[src/rtl/jt1943_gfxrom_arb.sv]
// Six-client graphics ROM fetch scheduler onto one 16-bit SDRAM read port, one transaction outstanding.
// Define JT1943_ARB_RR_EN for round-robin grants; otherwise fixed priority char > map1 > map2 > scr1 > scr2 > obj.
module jt1943_gfxrom_arb #(
  parameter logic [21:0] CHAR_OFFSET = 22'h00000,
  parameter logic [21:0] MAP1_OFFSET = 22'h04000,
  parameter logic [21:0] MAP2_OFFSET = 22'h08000,
  parameter logic [21:0] SCR1_OFFSET = 22'h10000,
  parameter logic [21:0] SCR2_OFFSET = 22'h30000,
  parameter logic [21:0] OBJ_OFFSET  = 22'h40000
) (
  input  logic        clk,
  input  logic        rst_n,
  input  logic        downloading,
  input  logic        char_cs,
  input  logic [13:0] char_addr,
  input  logic        map1_cs,
  input  logic [13:0] map1_addr,
  input  logic        map2_cs,
  input  logic [13:0] map2_addr,
  input  logic        scr1_cs,
  input  logic [16:0] scr1_addr,
  input  logic        scr2_cs,
  input  logic [14:0] scr2_addr,
  input  logic        obj_cs,
  input  logic [16:0] obj_addr,
  output logic [15:0] char_data,
  output logic [15:0] map1_data,
  output logic [15:0] map2_data,
  output logic [15:0] scr1_data,
  output logic [15:0] scr2_data,
  output logic [15:0] obj_data,
  output logic        char_ok,
  output logic        map1_ok,
  output logic        map2_ok,
  output logic        scr1_ok,
  output logic        scr2_ok,
  output logic        obj_ok,
  output logic        sdram_req,
  output logic [21:0] sdram_addr,
  input  logic        sdram_ack,
  input  logic        sdram_dok,
  input  logic [15:0] sdram_data
);

  typedef enum logic [1:0] {IDLE, WAIT_ACK, WAIT_DATA} state_t;

  state_t           state_q, state_d;
  logic [2:0]       gnt_q, gnt_d;
  logic             req_q, req_d;
  logic [21:0]      addr_q, addr_d;
  logic [5:0][16:0] la_q, la_d;
  logic [5:0][15:0] data_q, data_d;
  logic [5:0]       valid_q, valid_d;

  logic [5:0]       cs_a, match, pend;
  logic [5:0][16:0] addr_a;
  logic [2:0]       sel;
  logic             any_pend;
  logic             grant;

  assign cs_a      = {obj_cs, scr2_cs, scr1_cs, map2_cs, map1_cs, char_cs};
  assign addr_a[0] = {3'd0, char_addr};
  assign addr_a[1] = {3'd0, map1_addr};
  assign addr_a[2] = {3'd0, map2_addr};
  assign addr_a[3] = scr1_addr;
  assign addr_a[4] = {2'd0, scr2_addr};
  assign addr_a[5] = obj_addr;

  function automatic logic [21:0] offset_of(input logic [2:0] idx);
    case (idx)
      3'd1:    offset_of = MAP1_OFFSET;
      3'd2:    offset_of = MAP2_OFFSET;
      3'd3:    offset_of = SCR1_OFFSET;
      3'd4:    offset_of = SCR2_OFFSET;
      3'd5:    offset_of = OBJ_OFFSET;
      default: offset_of = CHAR_OFFSET;
    endcase
  endfunction

  always_comb begin
    for (int i = 0; i < 6; i++) begin
      match[i] = valid_q[i] && (addr_a[i] == la_q[i]);
    end
    pend = cs_a & ~match;
  end

  assign {obj_ok, scr2_ok, scr1_ok, map2_ok, map1_ok, char_ok} = cs_a & match;
  assign char_data  = data_q[0];
  assign map1_data  = data_q[1];
  assign map2_data  = data_q[2];
  assign scr1_data  = data_q[3];
  assign scr2_data  = data_q[4];
  assign obj_data   = data_q[5];
  assign sdram_req  = req_q;
  assign sdram_addr = addr_q;

  assign grant = (state_q == IDLE) && any_pend && !downloading;

`ifdef JT1943_ARB_RR_EN
  logic [2:0] ptr_q, ptr_d;

  // Scan downwards so the candidate closest to the pointer is the one kept.
  always_comb begin
    logic [3:0] idx4;
    sel      = 3'd0;
    any_pend = 1'b0;
    idx4     = 4'd0;
    for (int i = 5; i >= 0; i--) begin
      idx4 = {1'b0, ptr_q} + 4'(i);
      if (idx4 >= 4'd6) idx4 = idx4 - 4'd6;
      if (pend[idx4[2:0]]) begin
        sel      = idx4[2:0];
        any_pend = 1'b1;
      end
    end
  end

  always_comb begin
    ptr_d = ptr_q;
    if (grant) ptr_d = (sel == 3'd5) ? 3'd0 : sel + 3'd1;
  end

  always_ff @(posedge clk or negedge rst_n) begin
    if (!rst_n) ptr_q <= 3'd0;
    else        ptr_q <= ptr_d;
  end
`else
  always_comb begin
    sel      = 3'd0;
    any_pend = 1'b0;
    for (int i = 5; i >= 0; i--) begin
      if (pend[i]) begin
        sel      = 3'(i);
        any_pend = 1'b1;
      end
    end
  end
`endif

  always_comb begin
    state_d = state_q;
    gnt_d   = gnt_q;
    req_d   = req_q;
    addr_d  = addr_q;
    la_d    = la_q;
    data_d  = data_q;
    valid_d = valid_q;
    case (state_q)
      IDLE: begin
        if (grant) begin
          gnt_d          = sel;
          la_d[sel]      = addr_a[sel];
          valid_d[sel]   = 1'b0;
          req_d          = 1'b1;
          addr_d         = offset_of(sel) + {5'd0, addr_a[sel]};
          state_d        = WAIT_ACK;
        end
      end
      WAIT_ACK: begin
        if (sdram_ack) begin
          req_d = 1'b0;
          if (sdram_dok) begin
            data_d[gnt_q]  = sdram_data;
            valid_d[gnt_q] = 1'b1;
            state_d        = IDLE;
          end else begin
            state_d = WAIT_DATA;
          end
        end
      end
      WAIT_DATA: begin
        if (sdram_dok) begin
          data_d[gnt_q]  = sdram_data;
          valid_d[gnt_q] = 1'b1;
          state_d        = IDLE;
        end
      end
      default: state_d = IDLE;
    endcase
    // A ROM load invalidates every cached word, including one landing right now.
    if (downloading) valid_d = '0;
  end

  always_ff @(posedge clk or negedge rst_n) begin
    if (!rst_n) begin
      state_q <= IDLE;
      gnt_q   <= 3'd0;
      req_q   <= 1'b0;
      addr_q  <= 22'd0;
      la_q    <= '0;
      data_q  <= '0;
      valid_q <= '0;
    end else begin
      state_q <= state_d;
      gnt_q   <= gnt_d;
      req_q   <= req_d;
      addr_q  <= addr_d;
      la_q    <= la_d;
      data_q  <= data_d;
      valid_q <= valid_d;
    end
  end

endmodule

[config.mk]
export PLATFORM = sky130hd
export DESIGN_NAME = jt1943_gfxrom_arb
export DESIGN_NICKNAME = d
export VERILOG_FILES = /design/src/rtl/jt1943_gfxrom_arb.sv
export SDC_FILE = /design/constraint.sdc
export NUM_CORES = 1
export LEC_CHECK = 0
export CORE_MARGIN = 5
export CORE_UTILIZATION = 51
export CTS_BUF_LIST = sky130_fd_sc_hd__clkbuf_8 sky130_fd_sc_hd__clkbuf_16
export CTS_CLUSTER_DIAMETER = 80
export CTS_CLUSTER_SIZE = 24
export DETAILED_ROUTE_END_ITERATION = 16
export PLACE_DENSITY_LB_ADDON = 0.05
export REMOVE_ABC_BUFFERS = 1
export SLEW_MARGIN = 20
export SYNTH_ARGS = -nofsm -noshare
export SYNTH_HDL_FRONTEND = slang
export SYNTH_SLANG_ARGS = --single-unit
[constraint.sdc]
create_clock -name clk -period 4.9 [get_ports clk]
set_input_delay 0.49 -clock clk [delete_from_list [all_inputs] [get_ports clk]]
set_output_delay 0.49 -clock clk [all_outputs]
set_load 0.01 [all_outputs]
==> results by group, run 1 <==
Power
  • Reg power frac: 0.435
  • Gate power share: 0.377
  • Internal power consumption: 0.00457 W
  • Clk pwr share: 0.189
  • P_sw: 0.00223 W
  • Max VDD drop: 0.372 mV
  • Switching Share: 0.328
  • Power Density: 484 nW/um^2
  • LEAKAGE: 6.12 nW

Layout
  • Antenna cells: 0
  • Synth-to-layout area growth: 30.2%
  • Final Core Density: 0.671
  • Fraction of final layout cells sized beyond drive strength 1: 0.183
  • Non-filler cells, final: 1425
  • Area of the multi-input gates: 4820 um^2
  • Final net count: 1269
  • Filler cell count: 1683
  • Area occupied by registers: 5760 um^2

Yosys
  • Synthesized cell area: 10800 um^2
  • Yosys warns: 0
  • #FFs+latches synth: 230
  • Simple-Gate Fraction of Synth Area: 0.0950
  • Register area share after synthesis: 0.533
  • Main flop type after synthesis: dfrtp_1
  • Synth async-reset ratio: 1.00
  • Complex-gate fraction of the synthesized area: 0.107
  • Post-Syn Area per Cell: 12.0 um^2
  • Post-synth cell types: 63
  • Syn Inst Count: 898
  • Xor/xnor share of the synthesized area: 0.0754
  • Mux share of post-synthesis cell area: 0.157
  • Largest family of logic cells by synthesized area: multiplexers
  • Synth Area in Adders: 0.00881
  • Post-synth EDFFs: 0

Floorplanning
  • Row cnt: 53
  • Io pins: 243
  • Die area: 24200 um^2
  • Die Y: 156 um
  • Initial core utilization: 0.515
  • Die width: 156 um
  • Placeable Area: 21000 um^2

Clock tree
  • CTS tree: done
  • Postcts setup bufs: 0
  • CTS Buf Count: 14
  • Skew-Pair Late Insertion Delay: 0.50 ns
  • Clock Tree Buf Depth: 3
  • Resized cells post-CTS: 0
  • # hold bufs at CTS: 0
  • CTS Root Cell: clkbuf_16
  • # H-tree levels: 1
  • Reg clk slew, reported paths: 0.10 ns
  • # clock sinks: 230

Global routing
  • Gr usage total: 0.270
  • Largest net degree at the start of global routing: 120
  • First-pass GRT wire length: 50700 um
  • GRT Residual Overflow: 0
  • Initial antenna violation count: 0
  • Vias in the first global route: 8566

Hold path
  • Min-Delay Path Class: input pin to asynchronous set/reset pin

STA
  • Least-Margin Pin Slew: 1.15 ns
  • Fmax: 0.241 GHz
  • Skew final: 0.0265 ns
  • Rel. slew slack: 0.229
  • RSZ-0062 raised after global routing: false
  • Final WS setup: 0.759 ns
  • Setup_tns: 0 ns
  • Final period utilization: 0.845
  • Minimum clock period: 4.14 ns
  • Hold Vio Cnt, Final: 0
  • Final setup vio count: 0
  • Final Max Tran Viols: 0

Routing
  • WL met3: 3020 um
  • Top sig layer: met4
  • DRC errors left: 0
  • Routed vias/inst: 5.84
  • Via count: 8315
  • Routed length on met2: 15200 um
  • Sum of routed wire segments on met1: 13300 um
  • Routed Antenna Nets: 0
  • Initial drt markers: 528
  • Drt wl/cell: 23.0 um
  • Post-Route WL: 32800 um
  • DRT Pass-1 Iters: 6

Placement
  • Post-detail-place hpwl: 23900 um
  • Dpl ws: 0.619 ns
  • DP Cell Count: 1403
  • Port bufs: 240
  • GPL Wtd Cong: 0.957

Worst setup path
  • Crit path kind: flop to flop
  • Crit path launch type: flop
  • Worst-path fanout max: 8
  • CP endpoint kind: flop
  • Worst Path Arrival: 4.53 ns
  • Worst Path Required: 5.29 ns

Status
  • Status: complete, no violations

Job
  • MaxCap Viol Count: 0
[area by class of cell]
class	count	area share
clock buffer	15	0.0267
clock inverter	7	0.00516
inverter	14	0.00374
multi-input combinational	616	0.343
sequential	230	0.410
tap	275	0.0245
timing repair buffer	268	0.187
[logic make-up after synthesis]
family,count (synthesis)
flip-flops,230
adder cells (fa/ha/maj),7
AO/OA/AOI/OAI,154
buffers and inverters,53
AND/OR/NAND/NOR,209
XOR/XNOR,93
multiplexers,151
other,1
[flip-flops by register name (all words and copies together) (netlist names)]
signal / count
map1_data: 16
gnt_q: 3
state_q: 2
char_data: 16
valid_q: 6
la_q: 102
sdram_req: 1
scr1_data: 16
map2_data: 16
sdram_addr: 20
scr2_data: 16
obj_data: 16
[routing by layer]
layer / up-vias / track usage
li1: 3750 / -
met1: 4090 / 0.359
met2: 401 / 0.428
met3: 74 / 0.0762
met4: 0 / 0.0942
met5: - / 0
[through the flow]
stage	cell area (um^2)	hold WS (ns)	power, W
floorplan	10600	0.194	0.00421
global placement	13600	0.466	0.00550
detailed placement	13600	0.475	0.00556
CTS	14100	0.0935	0.00685
global route	14100	0.0979	0.00719
finish	14100	0.0139	0.00681
[critical path: stages (launching register included)]
cell,delay [ns]
dfrtp_1,0.39
or4b_1,0.61
nor4_1,0.58
nand4_1,0.29
a22oi_1,0.30
buf_4,0.23
and4_1,0.38
a22o_1,0.32
ha_1,0.27
a21o_1,0.15
a21oi_1,0.17
xnor2_1,0.09
mux2_2,0.26
[synth_stat cells, types with 2 or more instances]
library cell    n  share of area
and4_1          2         0.0016
buf_4           5         0.0035
o22ai_1         2         0.0012
dfrtp_1       230           0.53
or4b_1          2         0.0019
a32oi_1        19          0.015
clkbuf_1       17         0.0059
o22a_1          5         0.0041
inv_1          14         0.0049
xnor2_1        30          0.024
nand3_1        14         0.0065
buf_1           2        0.00070
o211ai_1        3         0.0021
nand2_1        52          0.018
a311oi_1        9         0.0073
nor2_1         71          0.025
mux2_2        146           0.15
nor4_1         15         0.0087
xor2_1         63          0.051
a221o_1         5         0.0046
and3_1          2         0.0012
o21ai_0        16         0.0074
a21oi_1        11         0.0051
nand4_1        11         0.0064
o21a_1          2         0.0014
or3_1           2         0.0012
a22o_1          3         0.0024
a22oi_1        12         0.0083
ha_1            6         0.0070
a21o_1          8         0.0056
and2_1          8         0.0046
buf_2          13         0.0060
buf_6           2         0.0021
a31oi_1        47          0.027
nor2b_1         9         0.0052
mux2_1          5         0.0052
nor3_1          9         0.0042
[worst paths after layout]
kind                                      start                         end  slack (ns)  cells past startpoint
max                        la_q[31]$_DFFE_PN0P_  sdram_addr[17]$_DFFE_PN0P_        0.76                     12
min                                       rst_n  sdram_addr[12]$_DFFE_PN0P_        0.01                      1
max reg2reg                la_q[31]$_DFFE_PN0P_  sdram_addr[17]$_DFFE_PN0P_        0.76                     12
min reg2reg                la_q[15]$_DFFE_PN0P_        la_q[15]$_DFFE_PN0P_        0.49                      1
max in group asynchronous                 rst_n    scr1_data[2]$_DFFE_PN0P_        3.76                      2
min in group clk           la_q[15]$_DFFE_PN0P_        la_q[15]$_DFFE_PN0P_        0.49                      1
[layout by cell type, fill, tap and decap left out, types with 3 or more instances in the layout]
master and n:
buf_4 27, o21ai_0 16, a22oi_1 12, clkdlybuf4s50_1 239
a31oi_1 47, xor2_1 63, a21o_1 8, a21oi_1 10
a22o_1 3, a221o_1 5, mux2_1 5, o211ai_1 3
mux2_2 146, clkbuf_16 15, nor2b_1 9, dfrtp_1 230
ha_1 6, and2_1 8, nand3_1 14, nor2_1 70
a32oi_1 19, nand4_1 11, nor4_1 15, nor3_1 7
inv_1 14, nand2_1 52, xnor2_1 30, a311oi_1 9
o22a_1 5
[power groups by stage]
| stage | registers (W) | clock network [W] | logic (W) |
|---|---|---|---|
| 4_1_cts | 0.00296 | 0.00131 | 0.00258 |
| 3_5_place_dp | 0.00299 | 0 | 0.00256 |
| 5_1_grt | 0.00305 | 0.00137 | 0.00277 |
| 2_1_floorplan | 0.00309 | 0 | 0.00112 |
| 3_3_place_gp | 0.00296 | 0 | 0.00254 |
| 6_report | 0.00296 | 0.00129 | 0.00256 |
Power figures use the tool's default switching activity.
==> inputs of run 2 (changes only) <==
==> constraint.sdc (replaced) <==
create_clock -name clk -period 3.9 [get_ports clk]
set_input_delay 0.39 -clock clk [delete_from_list [all_inputs] [get_ports clk]]
set_output_delay 0.39 -clock clk [all_outputs]
set_load 0.01 [all_outputs]
==> results by group, run 2 (same netlist as run 1, synthesis figures left out) <==
Worst setup path
  • Setup slack, reg-to-reg: 0.23 ns (was 0.76 ns)
  • Reg2reg end: la_q[36]$_DFFE_PN0P_ (was sdram_addr[17]$_DFFE_PN0P_)
  • Crit path from: la_q[32]$_DFFE_PN0P_ (was la_q[31]$_DFFE_PN0P_)
  • Critical R2R Launch: la_q[32]$_DFFE_PN0P_ (was la_q[31]$_DFFE_PN0P_)
  • Worst-path fanout max: 13 (was 8)
  • Crit path launch type: flop (unchanged)
  • Worst Path Required: 4.26 ns (was 5.29 ns)
  • Crit path kind: flop to flop (unchanged)
  • Reg2reg path depth: 10 (was 12)
  • Worst Path Arrival: 4.03 ns (was 4.53 ns)
  • End of the critical path: la_q[36]$_DFFE_PN0P_ (was sdram_addr[17]$_DFFE_PN0P_)
  • CP endpoint kind: flop (unchanged)

Placement
  • Post-detail-place hpwl: 24800 um (was 23900 um)
  • GPL Wtd Cong: 0.948 (was 0.957)
  • Port bufs: 240 (unchanged)
  • DP Area: 14100 um^2 (was 13600 um^2)
  • Dpl ws: -0.0804 ns (was 0.619 ns)

STA
  • Skew final: 0.0373 ns (was 0.0265 ns)
  • Rel. slew slack: 0.378 (was 0.229)
  • Final period utilization: 0.941 (was 0.845)
  • RSZ-0062 raised after global routing: false (unchanged)
  • Least-Margin Pin Slew: 0.929 ns (was 1.15 ns)
  • Fmax: 0.273 GHz (was 0.241 GHz)
  • Worst hold margin: 0.494 ns (was 0.0139 ns)
  • Final Max Tran Viols: 0 (unchanged)
  • Hold Vio Cnt, Final: 0 (unchanged)
  • Final setup vio count: 0 (unchanged)
  • Final WS setup: 0.231 ns (was 0.759 ns)
  • Setup_tns: 0 ns (unchanged)
  • Minimum clock period: 3.67 ns (was 4.14 ns)

Routing
  • WL met3: 2820 um (was 3020 um)
  • Sum of routed wire segments on met1: 13300 um (about the same)
  • Top sig layer: met4 (unchanged)
  • Routed Antenna Nets: 0 (unchanged)
  • DRT Pass-1 Iters: 6 (unchanged)
  • Drt wl/cell: 22.4 um (was 23.0 um)
  • DRC errors left: 0 (unchanged)
  • Routed length on met2: 15600 um (was 15200 um)
  • Initial drt markers: 431 (was 528)
  • Routed vias/inst: 5.70 (was 5.84)
  • Post-Route WL: 33200 um (was 32800 um)
  • Via count: 8436 (was 8315)

Clock tree
  • Resized cells post-CTS: 0 (unchanged)
  • # H-tree levels: 1 (unchanged)
  • CTS Root Cell: clkbuf_16 (unchanged)
  • CTS Buf Count: 14 (unchanged)
  • Reg clk slew, reported paths: 0.10 ns (about the same)
  • Clock Tree Buf Depth: 3 (unchanged)
  • CTS tree: done (unchanged)
  • Postcts setup bufs: 0 (unchanged)
  • Skew-Pair Late Insertion Delay: 0.49 ns (was 0.50 ns)
  • # clock sinks: 230 (unchanged)

Layout
  • Largest register FFs: 102 (unchanged)
  • Most frequent cells in the layout: 239 x clkdlybuf4s50_1, 230 x dfrtp_1, 146 x mux2_2 (unchanged)
  • Fraction of final layout cells sized beyond drive strength 1: 0.219 (was 0.183)
  • Synth-to-layout area growth: 34.7% (was 30.2%)
  • Area occupied by registers: 5760 um^2 (unchanged)
  • Area of the multi-input gates: 4820 um^2 (unchanged)
  • Top reg by flops: la_q (unchanged)
  • Antenna cells: 0 (unchanged)
  • Commonest non-fill, non-tap cell in the layout: clkdlybuf4s50_1 (unchanged)
  • Post-Layout Inst Area: 14500 um^2 (was 14100 um^2)
  • Filler cell count: 1609 (was 1683)
  • Final net count: 1326 (was 1269)

Floorplanning
  • Die width: 156 um (unchanged)
  • Die area: 24200 um^2 (unchanged)
  • Placeable Area: 21000 um^2 (unchanged)
  • Initial core utilization: 0.515 (unchanged)
  • Io pins: 243 (unchanged)
  • Die Y: 156 um (unchanged)
  • Row cnt: 53 (unchanged)

Power
  • Tot Pwr: 0.00864 W (was 0.00681 W)
  • Power Density: 594 nW/um^2 (was 484 nW/um^2)
  • Max VDD drop: 0.516 mV (was 0.372 mV)
  • LEAKAGE: 6.42 nW (was 6.12 nW)

Global routing
  • Largest net degree at the start of global routing: 111 (was 120)
  • Gr usage total: 0.271 (was 0.270)
  • GRT Residual Overflow: 0 (unchanged)
  • First-pass GRT wire length: 51200 um (was 50700 um)
  • Initial antenna violation count: 0 (unchanged)
  • Vias in the first global route: 9072 (was 8566)

Hold path
  • Min-Delay Path Class: flop to flop (was input pin to asynchronous set/reset pin)

Status
  • Status: complete, no violations (unchanged)

Job
  • MaxCap Viol Count: 0 (unchanged)
-- run 2: critical path, stage by stage (launching register included) --
cell and delay, ns:
dfrtp_1 0.39, or4b_1 0.60, nor4_1 0.32, buf_4 0.17, and4_1 0.22, nor2_1 0.08, o311ai_4 0.36, buf_4 0.22
nor3b_4 0.58, buf_8 0.24, mux2_2 0.34
-- run 2: worst min path at each step --
stage,startpoint,endpoint,slack (ns),depth (start not counted)
final,la_q[84]$_DFFE_PN0P_,la_q[84]$_DFFE_PN0P_,0.49,1
after global routing,la_q[83]$_DFFE_PN0P_,la_q[83]$_DFFE_PN0P_,0.50,1
after CTS,la_q[83]$_DFFE_PN0P_,la_q[83]$_DFFE_PN0P_,0.49,1
after detailed placement,la_q[83]$_DFFE_PN0P_,la_q[83]$_DFFE_PN0P_,0.47,1
after global placement,la_q[83]$_DFFE_PN0P_,la_q[83]$_DFFE_PN0P_,0.46,1
after floorplan,rst_n,char_data[0]$_DFFE_PN0P_,0.09,0
-- run 2: what timing repair did --
| action | CTS | global route |
|---|---|---|
| hold buffers | 1 | 0 |
| endpoints found under the hold margin | 24 | 0 |
| endpoints found under the setup margin | 0 | 0 |
-- run 2: metal layers --
metal | GRT usage | up-vias
li1 | - | 3869
met1 | 0.348 | 4127
met2 | 0.444 | 363
met3 | 0.0676 | 77
met4 | 0.104 | 0
met5 | 0 | -
-- run 2: layout make-up --
class / count / share of cell area
Timing Repair Buffer: 325 / 0.215
Inverter: 14 / 0.00361
Multi-Input combinational cell: 616 / 0.332
Tap cell: 275 / 0.0236
Sequential cell: 230 / 0.396
Clock inverter: 5 / 0.00456
Clock buffer: 15 / 0.0258
-- run 2: metrics by stage --
stage	cells	util
2_1_floorplan	860	-
3_3_place_gp	1458	0.672
3_5_place_dp	1458	0.672
4_1_cts	1479	0.694
5_1_grt	1480	0.694
6_report	1480	0.694
-- run 2: where the power goes --
part | internal [W] | switching [W] | leakage (nW)
logic | 0.00183 | 0.00148 | 3.27
clock network | 0.000778 | 0.000818 | 0.216
registers | 0.00321 | 0.000529 | 2.94
total | 0.00581 | 0.00283 | 6.42
